===== config.mk =====
export PLATFORM = sky130hd
export DESIGN_NAME = jtag_idcode_reader
export DESIGN_NICKNAME = d
export VERILOG_FILES = /design/src/rtl/jtag_idcode_reader.sv
export SDC_FILE = /design/constraint.sdc
export NUM_CORES = 1
export LEC_CHECK = 0
export BUFFER_PORTS_ARGS = -buffer_cell sky130_fd_sc_hd__buf_2
export CAP_MARGIN = 20
export CELL_PAD_IN_SITES_DETAIL_PLACEMENT = 0
export CELL_PAD_IN_SITES_GLOBAL_PLACEMENT = 2
export CORE_UTILIZATION = 32
export DETAILED_ROUTE_END_ITERATION = 10
export GPL_TIMING_DRIVEN = 0
export PLACE_DENSITY_LB_ADDON = 0.1
export RECOVER_POWER = 100
export SLEW_MARGIN = 20
export SYNTH_ARGS = -nofsm -noshare
export SYNTH_HDL_FRONTEND = slang
export SYNTH_SLANG_ARGS = --single-unit

===== constraint.sdc =====
create_clock -name clk -period 2.16 [get_ports clk]
set_clock_uncertainty 0.15 [all_clocks]
set_input_delay 0.108 -clock clk [delete_from_list [all_inputs] [get_ports clk]]
set_output_delay 0.108 -clock clk [all_outputs]
set_load 0.1 [all_outputs]

===== src/rtl/jtag_idcode_reader.sv =====
// JTAG host initiator: walks the target TAP to Shift-DR, captures the 32-bit IDCODE
// and returns to Run-Test/Idle. Optional comparator enabled by `define IDCODE_CHECK_EN.
module jtag_idcode_reader #(
    parameter int          TCK_DIV     = 2,
    parameter logic [31:0] EXPECTED_ID = 32'h1234_5679
) (
    input  logic        clk,
    input  logic        rst,
    input  logic        start,
    output logic        busy,
    output logic        done,
    output logic [31:0] idcode,
    output logic        lsb_err,
    output logic        tck,
    output logic        tms,
    output logic        tdi,
    input  logic        tdo
`ifdef IDCODE_CHECK_EN
    ,
    output logic        id_match
`endif
);

    localparam int DIV_W = $clog2(TCK_DIV) + 1;
    localparam logic [DIV_W-1:0] DIV_LAST = DIV_W'(TCK_DIV - 1);

    typedef enum logic [2:0] {
        IDLE,
        TLR,
        TO_SHIFT,
        SHIFT,
        EXIT,
        FINISH
    } state_t;

    state_t           state;
    logic [DIV_W-1:0] div_cnt;
    logic [5:0]       edge_cnt;
    logic [31:0]      shift_reg;
    logic [5:0]       next_edge;

    assign next_edge = edge_cnt + 6'd1;
    assign tdi       = 1'b0;

    // TAP region that owns a given TCK rising edge (1..43).
    function automatic state_t state_for_edge(input logic [5:0] e);
        if (e <= 6'd5)       return TLR;
        else if (e <= 6'd9)  return TO_SHIFT;
        else if (e <= 6'd40) return SHIFT;
        else if (e <= 6'd42) return EXIT;
        else                 return FINISH;
    endfunction

    function automatic logic tms_for_edge(input logic [5:0] e);
        return (e <= 6'd5) || (e == 6'd7) || (e == 6'd41) || (e == 6'd42);
    endfunction

    always_ff @(posedge clk) begin
        if (rst) begin
            state     <= IDLE;
            div_cnt   <= '0;
            edge_cnt  <= '0;
            shift_reg <= '0;
            busy      <= 1'b0;
            done      <= 1'b0;
            idcode    <= '0;
            lsb_err   <= 1'b0;
            tck       <= 1'b0;
            tms       <= 1'b1;
`ifdef IDCODE_CHECK_EN
            id_match  <= 1'b0;
`endif
        end else begin
            // NOTE: default-low here makes done a single-cycle pulse without extra state.
            done <= 1'b0;
            case (state)
                IDLE: begin
                    if (start) begin
                        state    <= TLR;
                        busy     <= 1'b1;
                        div_cnt  <= '0;
                        edge_cnt <= '0;
                        tck      <= 1'b0;
                        tms      <= 1'b1;
                    end
                end
                default: begin
                    if (div_cnt != DIV_LAST) begin
                        div_cnt <= div_cnt + 1'b1;
                    end else begin
                        div_cnt <= '0;
                        if (!tck) begin
                            // Rising TCK: the target's sampling edge; TDO bits for edges 10..41.
                            tck      <= 1'b1;
                            edge_cnt <= next_edge;
                            if (next_edge >= 6'd10 && next_edge <= 6'd41)
                                shift_reg <= {tdo, shift_reg[31:1]};
                        end else begin
                            tck <= 1'b0;
                            if (state == FINISH) begin
                                state   <= IDLE;
                                busy    <= 1'b0;
                                done    <= 1'b1;
                                tms     <= 1'b1;
                                idcode  <= shift_reg;
                                lsb_err <= ~shift_reg[0];
`ifdef IDCODE_CHECK_EN
                                id_match <= (shift_reg == EXPECTED_ID);
`endif
                            end else begin
                                state <= state_for_edge(next_edge);
                                tms   <= tms_for_edge(next_edge);
                            end
                        end
                    end
                end
            endcase
        end
    end

endmodule

==> results of run 1 <==
==> tightest hold or removal path, cell delays in order (launching register included) <==
cell and delay (ns):
dfxtp_1 0.31, nand2_1 0.05, a21oi_1 0.05
==> per-layer routing <==
metal / GRT usage / up-vias / routed length [um]
li1: - / 1433 / -
met1: 0.190 / 1260 / 4010
met2: 0.248 / 32 / 3720
met3: 0.0345 / 11 / 229
met4: 0.0499 / 0 / 145
met5: 0 / - / 0
==> final cells by class <==
cell class	count	area (um^2)
fillers	1125	6500
well taps	140	175
clock buffers	13	159
plain buffers	27	218
repair buffers	56	339
flip-flops and latches	80	1610
inverters	4	15.0
clock inverters	2	13.8
multi-input cells	272	1800
==> cell usage after synthesis (all sizes together), types with 2 or more instances <==
master and number:
a211oi 2, a21oi 44, a22oi 2, a31oi 3
buf 13, clkbuf 15, dfxtp 80, ha 5
inv 4, mux2i 33, nand2 81, nand2b 5
nand3 7, nor2 16, nor3 5, o21ai 5
o21bai 2, or2 2, or2b 32, or3 2
or4 2, xnor2 2, xor2 3
==> per-stage QoR <==
step / instance area [um^2] / setup slack, ns / setup TNS [ns]
after global placement: 3930 / -0.253 / -10.06
after detailed placement: 3930 / -0.238 / -9.07
after floorplan: 3560 / 0.0429 / 0
final: 4340 / -0.0963 / -1.99
after global routing: 4340 / -0.151 / -5.03
after CTS: 4300 / -0.0857 / -1.82
==> where the power goes <==
part | switching, mW | total (mW) | internal, mW | leakage [nW]
clock network | 0.536 | 1.01 | 0.477 | 0.0861
registers | 0.00725 | 1.48 | 1.48 | 0.648
logic | 0.0819 | 0.115 | 0.0328 | 0.998
total | 0.625 | 2.61 | 1.99 | 1.73
==> worst max-delay path by stage <==
| stage | startpoint | to | slack, ns | cells after the start |
|---|---|---|---|---|
| 2_1_floorplan | tck$_SDFFE_PP0P_ | lsb_err$_SDFFE_PP0P_ | 0.04 | 6 |
| 3_3_place_gp | edge_cnt[0]$_SDFFE_PP0P_ | shift_reg[17]$_SDFFE_PP0P_ | -0.25 | 9 |
| 3_5_place_dp | edge_cnt[0]$_SDFFE_PP0P_ | shift_reg[23]$_SDFFE_PP0P_ | -0.24 | 9 |
| 4_1_cts | edge_cnt[0]$_SDFFE_PP0P_ | shift_reg[14]$_SDFFE_PP0P_ | -0.09 | 7 |
| 5_1_grt | edge_cnt[0]$_SDFFE_PP0P_ | shift_reg[8]$_SDFFE_PP0P_ | -0.15 | 7 |
| 6_report | edge_cnt[0]$_SDFFE_PP0P_ | shift_reg[14]$_SDFFE_PP0P_ | -0.1 | 7 |
==> cell families after synthesis <==
| family | share of synthesized area |
|---|---|
| compound gates | 0.109 |
| xor+xnor | 0.0176 |
| fa+ha+maj | 0.0176 |
| buf+inv | 0.0667 |
| flops | 0.452 |
| mux | 0.0963 |
| other cells | 0.00106 |
| simple gates | 0.240 |
==> repair_timing <==
| action | in CTS | in global routing |
|---|---|---|
| hold buffers | 3 | 0 |
| pin swaps | 4 | 5 |
| setup buffers | 10 | 1 |
| resized for setup | 19 | 14 |
| gates cloned | 1 | 2 |
| hold endpoints to repair | 8 | 0 |
| endpoints found under the setup margin | 64 | 71 |
==> results.ini, run 1 <==
[synthesis]
syn-num-nets=393
synth.area.top_cells=dfxtp_1 (45%), mux2i_1 (9.3%), nand2_1 (8.4%)
async_reset_ff_frac=0
ys_warn_count=0
synth_largest_area_cell=dfxtp_1
synth_top_area_share=0.452
syn-cell-area_mm2=0.00355
synth_edf_count=0
synth-seq-cells=80
synthCells=384
ys_seq_area_frac=0.452
ys_types=52
avgSynthCellArea_um2=9.23
yosys_most_used_dff=dfxtp_1

[final_layout]
area_growth_pct=22.3
antenna_cells=0
fin_util=0.400
layout_commonest_cell=nand2_1
drive_above_1_share=0.163
final_nets=459
final_cell_mix=nand2_1 (79), dfxtp_1 (76), clkbuf_1 (51), a21oi_1 (42), mux2i_1 (33)
final_cells=594

[sta]
fmax_ghz=0.443
slew_headroom=0.206
slew_viol_final=0
rsz0062_at_grt=true
post-route-period-util=1.04
finalCriticalPeriod_ns=2.26
whs_ns=0.302
hold_viol_final=0
finalSetupViolations=32
fin_ws_ns=-0.0963
worst_slew_pin_slew_ns=1.20

[setup_path]
slowest_delay_ns=0.50
crit_arrival_ns=2.38
path_cells=ha_4 -> or4_4 -> a32oi_2 -> a221o_1 -> buf_8 -> clkbuf_16 -> mux2i_1
cp_num_buf_inv=2
crit_type=reg2reg
slowest_stage=or4_4
rr_startpoint=edge_cnt[0]$_SDFFE_PP0P_
reg2reg_setup_slack_ns=-0.1
crit_path_max_fanout=7
critPathTopFamily=simple AND/OR/NAND/NOR gates
worstSetupStartpointType=flop
required_ns=2.29
rr_worst_depth=7
r2r-end=shift_reg[14]$_SDFFE_PP0P_
end_kind=flop

[clocking]
cts_made_buffers=9
cts_sinks=80
cts-root-buf=clkbuf_8
htree_levels=3
clk_pin_slew_ns=0.08
cts_tree=built
cts_buffer_depth=2
clk_latency_ns=0.35

[hold_path]
hold_depth=2
min_path_type=reg2reg
min_to=idcode[30]$_SDFFE_PP0P_
min_from=shift_reg[30]$_SDFFE_PP0P_

[global_route]
grt_first_pass_wirelength_mm=13.3
grt_usage=0.150
grt_pass1_vias=2687
grt-ovfl-total=0
grt_max_degree=13
antenna_found_initial=0

[pwr]
leakage_nw=1.73
vdd_drop_max_v=0.000359
total_power_mw=2.61
p_per_area_mw_per_mm2=602

[routing]
viasPerCell=4.61
drtPass1Iterations=4
drc=0
wl_per_cell_um=13.6
via_count=2736
first_iter_violations=44
ant_nets=0
routed_wl_mm=8.10

[die]
die_y_um=107
die_w_um=107
design.core.area_mm2=0.0108
core.rowCount=38
die_area_mm2=0.0115
start_util=0.327
num_io_pins=42

[placement]
dp.final_hpwl_mm=5.48
dp_cells=563
gp_congestion=0.727
io_buffers=39

[run_status]
status=finished, violations left
violations=setup timing

[run]
cap_violations=0

No activity file was read; power rests on OpenSTA's default activity.
==> run 2: changes to the inputs <==
Settings changed: CORE_ASPECT_RATIO set to 0.75.
==> results.ini, run 2 (synthesis results as in run 1) <==
[sta]
slew_headroom=0.216  ; +0.0100
finalCriticalPeriod_ns=2.29  ; +0.0341 ns
slew_viol_final=0  ; unchanged
post-route-period-util=1.06  ; +0.0158
finalSetupViolations=33  ; +3.1%
worst_slew_pin_slew_ns=1.18  ; -0.0151 ns
hold_viol_final=0  ; unchanged
whs_ns=0.290  ; -0.0119 ns
fmax_ghz=0.437  ; -1.5%
rsz0062_at_grt=true
fin_ws_ns=-0.130  ; -0.0341 ns

[routing]
wl_met2_mm=3.41  ; -8.3%
drt-met1-wl_mm=4.50  ; +12%
highest_layer=met4
ant_nets=0  ; unchanged
viasPerCell=4.64  ; +0.67%
routed_wl_mm=8.23  ; +1.6%
wl_met3_um=261  ; +14%
drtPass1Iterations=4  ; unchanged
drc=0  ; unchanged
wl_per_cell_um=14.1  ; +3.3%
first_iter_violations=108  ; +150%
via_count=2708  ; -1.0%

[clocking]
cts_buffer_depth=2  ; unchanged
cts_tree=built
htree_levels=3  ; unchanged
clk_latency_ns=0.33  ; -0.02 ns
cts_made_buffers=9  ; unchanged
cts_sinks=80  ; unchanged
cts-root-buf=clkbuf_16
clk_pin_slew_ns=0.06  ; -0.02 ns

[setup_path]
crit_type=reg2reg
crit_arrival_ns=2.39  ; about the same
crit_path_max_fanout=7  ; unchanged
worstSetupStartpointType=flop
end_kind=flop
required_ns=2.26  ; -0.03 ns

[die]
num_io_pins=42  ; unchanged
die_y_um=93.2  ; -13%
die_w_um=124  ; +15%
die_area_mm2=0.0115  ; about the same
core.rowCount=32  ; -16%
design.core.area_mm2=0.0105  ; -2.9%
start_util=0.337  ; +0.00964

[placement]
dp.final_hpwl_mm=5.70  ; +4.0%
dp_worst_setup_slack_ns=-0.292  ; -0.0532 ns
placed_area_mm2=0.00393  ; -0.13%
io_buffers=39  ; unchanged
gp_congestion=0.813  ; +12%

[final_layout]
antenna_cells=0  ; unchanged
fillCellCount=1090  ; -3.1%
multi_input_area_mm2=0.00183  ; +1.5%
area_growth_pct=26.4
layout.area.seq_mm2=0.00161  ; unchanged
fin_util=0.425  ; +0.0255
final_cell_mix=nand2_1 (79), dfxtp_1 (76), clkbuf_1 (48), a21oi_1 (41), mux2i_1 (32)
layout_commonest_cell=nand2_1
final_nets=453  ; -1.3%
design_area_mm2=0.00448  ; +3.3%
drive_above_1_share=0.165  ; +0.00218

[pwr]
leakage_nw=1.79  ; +3.5%
vdd_drop_max_v=0.000414  ; +16%
total_power_mw=3.27  ; +25%
p_per_area_mw_per_mm2=729  ; +21%

[run_status]
status=finished, violations left
violations=setup timing

[global_route]
antenna_found_initial=0  ; unchanged
grt_usage=0.154  ; +0.00451
grt_max_degree=14  ; +1
grt_pass1_vias=2624  ; -2.3%
grt-ovfl-total=0  ; unchanged
grt_first_pass_wirelength_mm=13.4  ; +1.2%

[run]
cap_violations=0  ; unchanged

[hold_path]
min_path_type=reg2reg

run 2: cell types whose count changed in the layout (fill, tap and decap cells not counted), moves of 2 or more:
| cell | previous run | this run |
|---|---|---|
| buf_4 | 12 | 5 |
| clkbuf_16 | 2 | 11 |
| buf_8 | 1 | 3 |
| clkbuf_8 | 11 | 2 |
| clkbuf_1 | 51 | 48 |
| clkbuf_2 | 3 | 5 |
| bufinv_16 | 0 | 2 |
run 2: area by class of cell:
| cell class | instances | area share |
|---|---|---|
| multi-input combinational | 272 | 0.409 |
| sequential | 80 | 0.360 |
| timing repair buffer | 50 | 0.0665 |
| clock buffer | 11 | 0.0564 |
| buffer | 27 | 0.0500 |
| tap | 136 | 0.0380 |
| clock inverter | 4 | 0.0170 |
| inverter | 4 | 0.00335 |
run 2: power breakdown:
group | switching (mW) | internal (mW)
Combinational | 0.0821 | 0.0321
Sequential | 0.00727 | 1.48
Clock | 0.595 | 1.07
run 2: worst paths after layout:
path / end / slack [ns] / start / depth (start not counted)
worst max-delay path: shift_reg[24]$_SDFFE_PP0P_ / -0.13 / edge_cnt[0]$_SDFFE_PP0P_ / 7
worst min-delay path: idcode[9]$_SDFFE_PP0P_ / 0.29 / shift_reg[9]$_SDFFE_PP0P_ / 2
worst max register to register: shift_reg[24]$_SDFFE_PP0P_ / -0.13 / edge_cnt[0]$_SDFFE_PP0P_ / 7
worst min register to register: idcode[9]$_SDFFE_PP0P_ / 0.29 / shift_reg[9]$_SDFFE_PP0P_ / 2
run 2: timing repair:
action | CTS | global route
pin swaps | 3 | 9
gates cloned | 1 | 2
hold buffers | 3 | 0
hold endpoints to repair | 8 | 0
setup buffers | 4 | 2
resized for setup | 21 | 22
setup endpoints to repair | 66 | 68
run 2: worst max-delay path: stages (launching register included):
cell       delay (ns)
dfxtp_4          0.38
ha_4             0.17
or4_4            0.50
a32oi_2          0.25
a221o_1          0.23
buf_8            0.18
clkbuf_16        0.17
mux2i_1          0.18
run 2: per-stage QoR:
stage	TNS [ns]	cells
final	-2.84	584
after global routing	-6.79	584
after CTS	-2.22	581
after detailed placement	-11.41	559
after global placement	-12.48	559
after floorplan	0	384
run 2: routing by layer:
| metal | vias to the layer above | track usage |
|---|---|---|
| met2 | 36 | 0.223 |
| met1 | 1256 | 0.220 |
| met5 | - | 0 |
| met4 | 0 | 0.0452 |
| li1 | 1411 | - |
| met3 | 5 | 0.0433 |
